===== config.mk =====
export PLATFORM = sky130hd
export DESIGN_NAME = tbre_sweep_engine
export DESIGN_NICKNAME = d
export VERILOG_FILES = /design/src/rtl/tbre_pkg.sv /design/src/rtl/tbre_sweep_engine.sv
export SDC_FILE = /design/constraint.sdc
export NUM_CORES = 1
export LEC_CHECK = 0
export ABC_CLOCK_PERIOD_IN_PS = 3700
export CAP_MARGIN = 20
export CORE_AREA = 2 2 152 154
export DETAILED_ROUTE_END_ITERATION = 7
export DIE_AREA = 0 0 154 156
export PLACE_DENSITY = 0.73
export SETUP_SLACK_MARGIN = 0.3
export SKIP_CTS_REPAIR_TIMING = 1
export SLEW_MARGIN = 20
export SYNTH_ARGS = -nofsm -noshare
export SYNTH_HDL_FRONTEND = slang
export SYNTH_SLANG_ARGS = --single-unit

===== constraint.sdc =====
create_clock -name clk_i -period 3.7 [get_ports clk_i]
set_input_delay 0.74 -clock clk_i [delete_from_list [all_inputs] [get_ports clk_i]]
set_output_delay 0.74 -clock clk_i [all_outputs]
set_load 0.03 [all_outputs]

===== src/rtl/tbre_pkg.sv =====
// Shared definitions for the TBRE background revocation sweep engine:
// FSM states, MMIO bus field offsets and the capability tag position.
package tbre_pkg;

  typedef enum logic [2:0] {
    ST_IDLE,
    ST_RD,
    ST_RW,
    ST_LK,
    ST_LW,
    ST_WR,
    ST_NEXT,
    ST_DONE
  } sweep_state_e;

  localparam int START_LSB   = 0;
  localparam int END_LSB     = 32;
  localparam int GO_BIT      = 64;

  localparam int BUSY_BIT    = 0;
  localparam int STAT_W      = 16;
  localparam int SCANNED_LSB = 16;
  localparam int REVOKED_LSB = 32;

  localparam int TAG_BIT     = 64;

  // Counters stick at all-ones instead of wrapping back to a small value.
  function automatic logic [STAT_W-1:0] sat_inc(input logic [STAT_W-1:0] v);
    return (v == '1) ? v : v + STAT_W'(1);
  endfunction

endpackage


===== src/rtl/tbre_sweep_engine.sv =====
// Background revocation sweep: walks [start, end) one capability word at a time and
// clears the tag of any word whose address is revoked. Define TBRE_SWEEP_STATS_EN for counters.
module tbre_sweep_engine
  import tbre_pkg::*;
#(
  parameter int AW   = 32,
  parameter int STEP = 8
) (
  input  logic          clk_i,
  input  logic          rst_i,
  input  logic [127:0]  mmreg_corein_i,
  output logic [63:0]   mmreg_coreout_o,
  output logic          mem_req_o,
  output logic          mem_we_o,
  output logic [AW-1:0] mem_addr_o,
  output logic [64:0]   mem_wdata_o,
  input  logic          mem_gnt_i,
  input  logic          mem_rvalid_i,
  input  logic [64:0]   mem_rdata_i,
  output logic          rev_req_o,
  output logic [AW-1:0] rev_addr_o,
  input  logic          rev_gnt_i,
  input  logic          rev_valid_i,
  input  logic          rev_bit_i
);

  localparam logic [AW-1:0] ALIGN_MASK = ~AW'(STEP - 1);
  localparam logic [AW:0]   STEP_EXT   = (AW + 1)'(STEP);

  sweep_state_e  state_q, state_d;
  logic [AW-1:0] cur_q, end_q;
  logic [63:0]   data_q;
  logic          load_go, capture, advance;
  logic          go, busy;
  logic [AW-1:0] start_aligned, end_aligned;
  logic [AW:0]   next_sum;
  logic          unused_corein;

  assign go            = mmreg_corein_i[GO_BIT];
  assign start_aligned = mmreg_corein_i[START_LSB +: AW] & ALIGN_MASK;
  assign end_aligned   = mmreg_corein_i[END_LSB +: AW] & ALIGN_MASK;
  assign unused_corein = ^mmreg_corein_i[127:65];
  // The extra top bit catches a carry out of the address space so the sweep never wraps to 0.
  assign next_sum      = {1'b0, cur_q} + STEP_EXT;
  assign busy          = (state_q != ST_IDLE);

  always_ff @(posedge clk_i) begin
    if (rst_i) begin
      state_q <= ST_IDLE;
    end else begin
      state_q <= state_d;
    end
  end

  always_comb begin
    state_d     = state_q;
    load_go     = 1'b0;
    capture     = 1'b0;
    advance     = 1'b0;
    mem_req_o   = 1'b0;
    mem_we_o    = 1'b0;
    mem_addr_o  = '0;
    mem_wdata_o = '0;
    rev_req_o   = 1'b0;
    rev_addr_o  = '0;
    case (state_q)
      ST_IDLE: begin
        if (go) begin
          load_go = 1'b1;
          state_d = (start_aligned >= end_aligned) ? ST_DONE : ST_RD;
        end
      end
      ST_RD: begin
        mem_req_o  = 1'b1;
        mem_addr_o = cur_q;
        if (mem_gnt_i) state_d = ST_RW;
      end
      ST_RW: begin
        if (mem_rvalid_i) begin
          capture = 1'b1;
          state_d = mem_rdata_i[TAG_BIT] ? ST_LK : ST_NEXT;
        end
      end
      ST_LK: begin
        rev_req_o  = 1'b1;
        rev_addr_o = data_q[AW-1:0];
        if (rev_gnt_i) state_d = ST_LW;
      end
      ST_LW: begin
        if (rev_valid_i) state_d = rev_bit_i ? ST_WR : ST_NEXT;
      end
      ST_WR: begin
        mem_req_o   = 1'b1;
        mem_we_o    = 1'b1;
        mem_addr_o  = cur_q;
        mem_wdata_o = {1'b0, data_q};
        if (mem_gnt_i) state_d = ST_NEXT;
      end
      ST_NEXT: begin
        advance = 1'b1;
        state_d = (next_sum[AW] || (next_sum[AW-1:0] >= end_q)) ? ST_DONE : ST_RD;
      end
      ST_DONE: state_d = ST_IDLE;
      default: state_d = ST_IDLE;
    endcase
  end

  always_ff @(posedge clk_i) begin
    if (rst_i) begin
      cur_q  <= '0;
      end_q  <= '0;
      data_q <= '0;
    end else begin
      if (load_go) begin
        cur_q <= start_aligned;
        end_q <= end_aligned;
      end else if (advance) begin
        cur_q <= next_sum[AW-1:0];
      end
      if (capture) data_q <= mem_rdata_i[63:0];
    end
  end

`ifdef TBRE_SWEEP_STATS_EN
  logic [STAT_W-1:0] scanned_q, revoked_q;

  // Counts cover the current sweep only; an accepted go starts them afresh.
  always_ff @(posedge clk_i) begin
    if (rst_i || load_go) begin
      scanned_q <= '0;
      revoked_q <= '0;
    end else begin
      if (advance) scanned_q <= sat_inc(scanned_q);
      if (state_q == ST_WR && mem_gnt_i) revoked_q <= sat_inc(revoked_q);
    end
  end

  always_comb begin
    mmreg_coreout_o                               = '0;
    mmreg_coreout_o[BUSY_BIT]                     = busy;
    mmreg_coreout_o[SCANNED_LSB +: STAT_W]        = scanned_q;
    mmreg_coreout_o[REVOKED_LSB +: STAT_W]        = revoked_q;
  end
`else
  always_comb begin
    mmreg_coreout_o           = '0;
    mmreg_coreout_o[BUSY_BIT] = busy;
  end
`endif

endmodule

==> metrics.cfg <==
[logic_synthesis]
seq_area_frac_synth_pct = 30.2
synthMuxAreaShare_pct = 0.121
synthAdderAreaFrac_pct = 8.92
synth_edf_count = 0
ys_top_cells_by_count = 231 x nand2_1, 130 x a21oi_1, 125 x dfxtp_1
ys_ff_latch = 125
yosysMostFrequentCell = nand2_1
synth_area_leaders = dfxtp_1 30%, nand2_1 10%, ha_1 8.9%
syn_area_per_cell_sq_um = 7.40
synth-simple-area-share_pct = 30.1
synth-async-reset-ratio_pct = 0
synth_xor_area_share_pct = 3.36
netlist_area_sq_um = 8280
yosysWarningCount = 0
synth_top_cell_area_share_pct = 30.2
synth_ff_type = dfxtp_1
synthCells = 1119
yosysUniqueCellTypes = 61
synth_top_family_by_area = simple AND/OR/NAND/NOR gates
synth_compound_area_share_pct = 13.7
synth_top_cell_by_area = dfxtp_1

[cts]
cts_root_buffer = clkbuf_16
clkTransAtPathRegs_ns = 0.05
numCtsBuffers = 17
clk_latency_ns = 0.42
cts_sinks = 125
h-tree-depth = 4
cts_max_path_buffers = 2
cts_tree = yes

[timing]
fin_crit_sh_pct = 89.0
setup-tns-final_ns = 0
max_freq_mhz = 304
setup_ws_ns = 0.407
tightest_slew_ns = 0.892
hold_viol_final = 0
relSlewSlack_pct = 40.5
rsz0062_at_grt = false
min_period_ns = 3.29
slew_viol_final = 0
setup_viol = 0
fin_worst_skew_ns = 0.00620

[power_and_ir_drop]
ir_drop_uv = 286
powerDensity_nw_per_um2 = 534
power.leakage_nw = 5.04

[route]
wl_per_cell_um = 16.5
drc = 0
via_count = 8356
drtPass1Iterations = 5
drtIter0Drc = 605
ant_nets = 0
wl_um = 27100
vias_per_cell = 5.09

[setup_path]
cp-start-kind = register
cp_max_fo = 33
cp_data_arrival_time_ns = 2.55
cp_cell_sequence = inv_1 > and3_1 > clkdlybuf4s50_1
cpMaxStageDelayCell = clkdlybuf4s50_1
critPathMaxStageDelay_ns = 0.70
crit_path_end_kind = output port
critical_path_required_ns = 2.96
worstSetupPathType = register to output port

[global_route]
grt.total_usage_pct = 21.9
antenna_found_initial = 3
grt_pass1_wl_um = 41900
grt_start_max_net_pins = 66
grt_overflow = 0
first_global_vias = 7867

[floorplan]
die_width_um = 154
rows = 55
fp.coreArea_sq_um = 22400
io_pins = 396
fp.dieH_um = 156
die_area_sq_um = 24000
start_util_pct = 37.0

[cells_and_area]
area_growth_pct = 36.1
drive_gt1_share_pct = 13.3
finalNonFillerCells = 1643
fin_nets = 1603

[place]
gp_congestion = 0.879
dp_hpwl_um = 19800
portBuffers = 259
place_inst = 1608
dp_slack_ns = 0.180

[flow_run]
maxCapViolCount = 0

[run_status]
status = finished, final reports clean

[hold_path]
hold_class = register to register

==> registers in the layout, summed over array words and instances, names as in the netlist <==
name / cells
cur_q: 29
data_q: 64
end_q: 29
state_q: 3
==> final timing paths <==
check	startpoint	to	slack [ns]	depth (start not counted)
max	state_q[1]	mem_addr_o[31]	0.41	3
min reg2reg	data_q[44]	data_q[44]	0.45	2
max reg2reg	cur_q[16]	state_q[1]	0.52	13
min	data_q[44]	data_q[44]	0.45	2
==> cell type report <==
class / count / area [sq um]
Tap cell: 285 / 357
Clock buffer: 23 / 468
Antenna cell: 2 / 5.00
Fill cell: 2120 / 11100
Sequential cell: 125 / 2510
Multi-Input combinational cell: 854 / 4980
Inverter: 60 / 225
Timing Repair Buffer: 286 / 2610
Clock inverter: 8 / 115
==> layer usage <==
metal  track usage, %  share of wire [%]  vias up  wire length (um)
met2             35.7                 48      312             13000
li1                 -                  -     4088                 -
met3             5.61                7.2       55              1950
met5                0              0.044        -                12
met1             27.7                 42     3899             11400
met4             8.68                2.9        2               796
==> power breakdown <==
| part | internal [mW] | total (mW) | leakage, nW | switching (mW) |
|---|---|---|---|---|
| combinational | 0.891 | 2.48 | 3.73 | 1.59 |
| clock | 1.09 | 1.70 | 0.291 | 0.617 |
| sequential | 1.58 | 1.83 | 1.02 | 0.254 |
==> worst max-delay path: cells and delay by family (launching register included) <==
| kind | cells | cell delay [ns] |
|---|---|---|
| buffers and inverters | 2 | 1.39 |
| flip-flops | 1 | 0.40 |
| AND/OR/NAND/NOR | 1 | 0.33 |
==> through the flow <==
stage	area (sq um)	hold WS, ns	power (mW)	utilization, %
3_3_place_gp	10600	0.438	4.19	47.4
5_1_grt	11300	0.465	6.40	50.4
6_report	11300	0.450	6.02	50.4
2_1_floorplan	8520	0.432	3.50	-
3_5_place_dp	10600	0.444	4.23	47.4
4_1_cts	11200	0.451	5.96	50.0
==> cell usage in the layout, fill, tap and decap left out, types with 17 or more instances in the layout <==
| cell type | netlist | layout |
|---|---|---|
| clkbuf_16 | 0 | 17 |
| and3_1 | 98 | 97 |
| ha_1 | 59 | 58 |
| inv_1 | 59 | 59 |
| dfxtp_1 | 125 | 118 |
| clkdlybuf4s50_1 | 0 | 178 |
| o21ai_0 | 25 | 24 |
| nor2_1 | 52 | 47 |
| buf_4 | 70 | 107 |
| and2_1 | 33 | 32 |
| conb_1 | 1 | 67 |
| nand4_1 | 17 | 17 |
| nand2_1 | 231 | 230 |
| nand3_1 | 26 | 25 |
| a21oi_1 | 130 | 130 |
==> cells by family after synthesis <==
| logic type | after synthesis |
|---|---|
| buffers and inverters | 206 |
| flip-flops | 125 |
| AND/OR/NAND/NOR | 499 |
| other | 1 |
| multiplexers | 1 |
| adder cells (fa/ha/maj) | 59 |
| XOR/XNOR | 30 |
| AO/OA/AOI/OAI | 198 |
(Power assumes the default switching activity.)
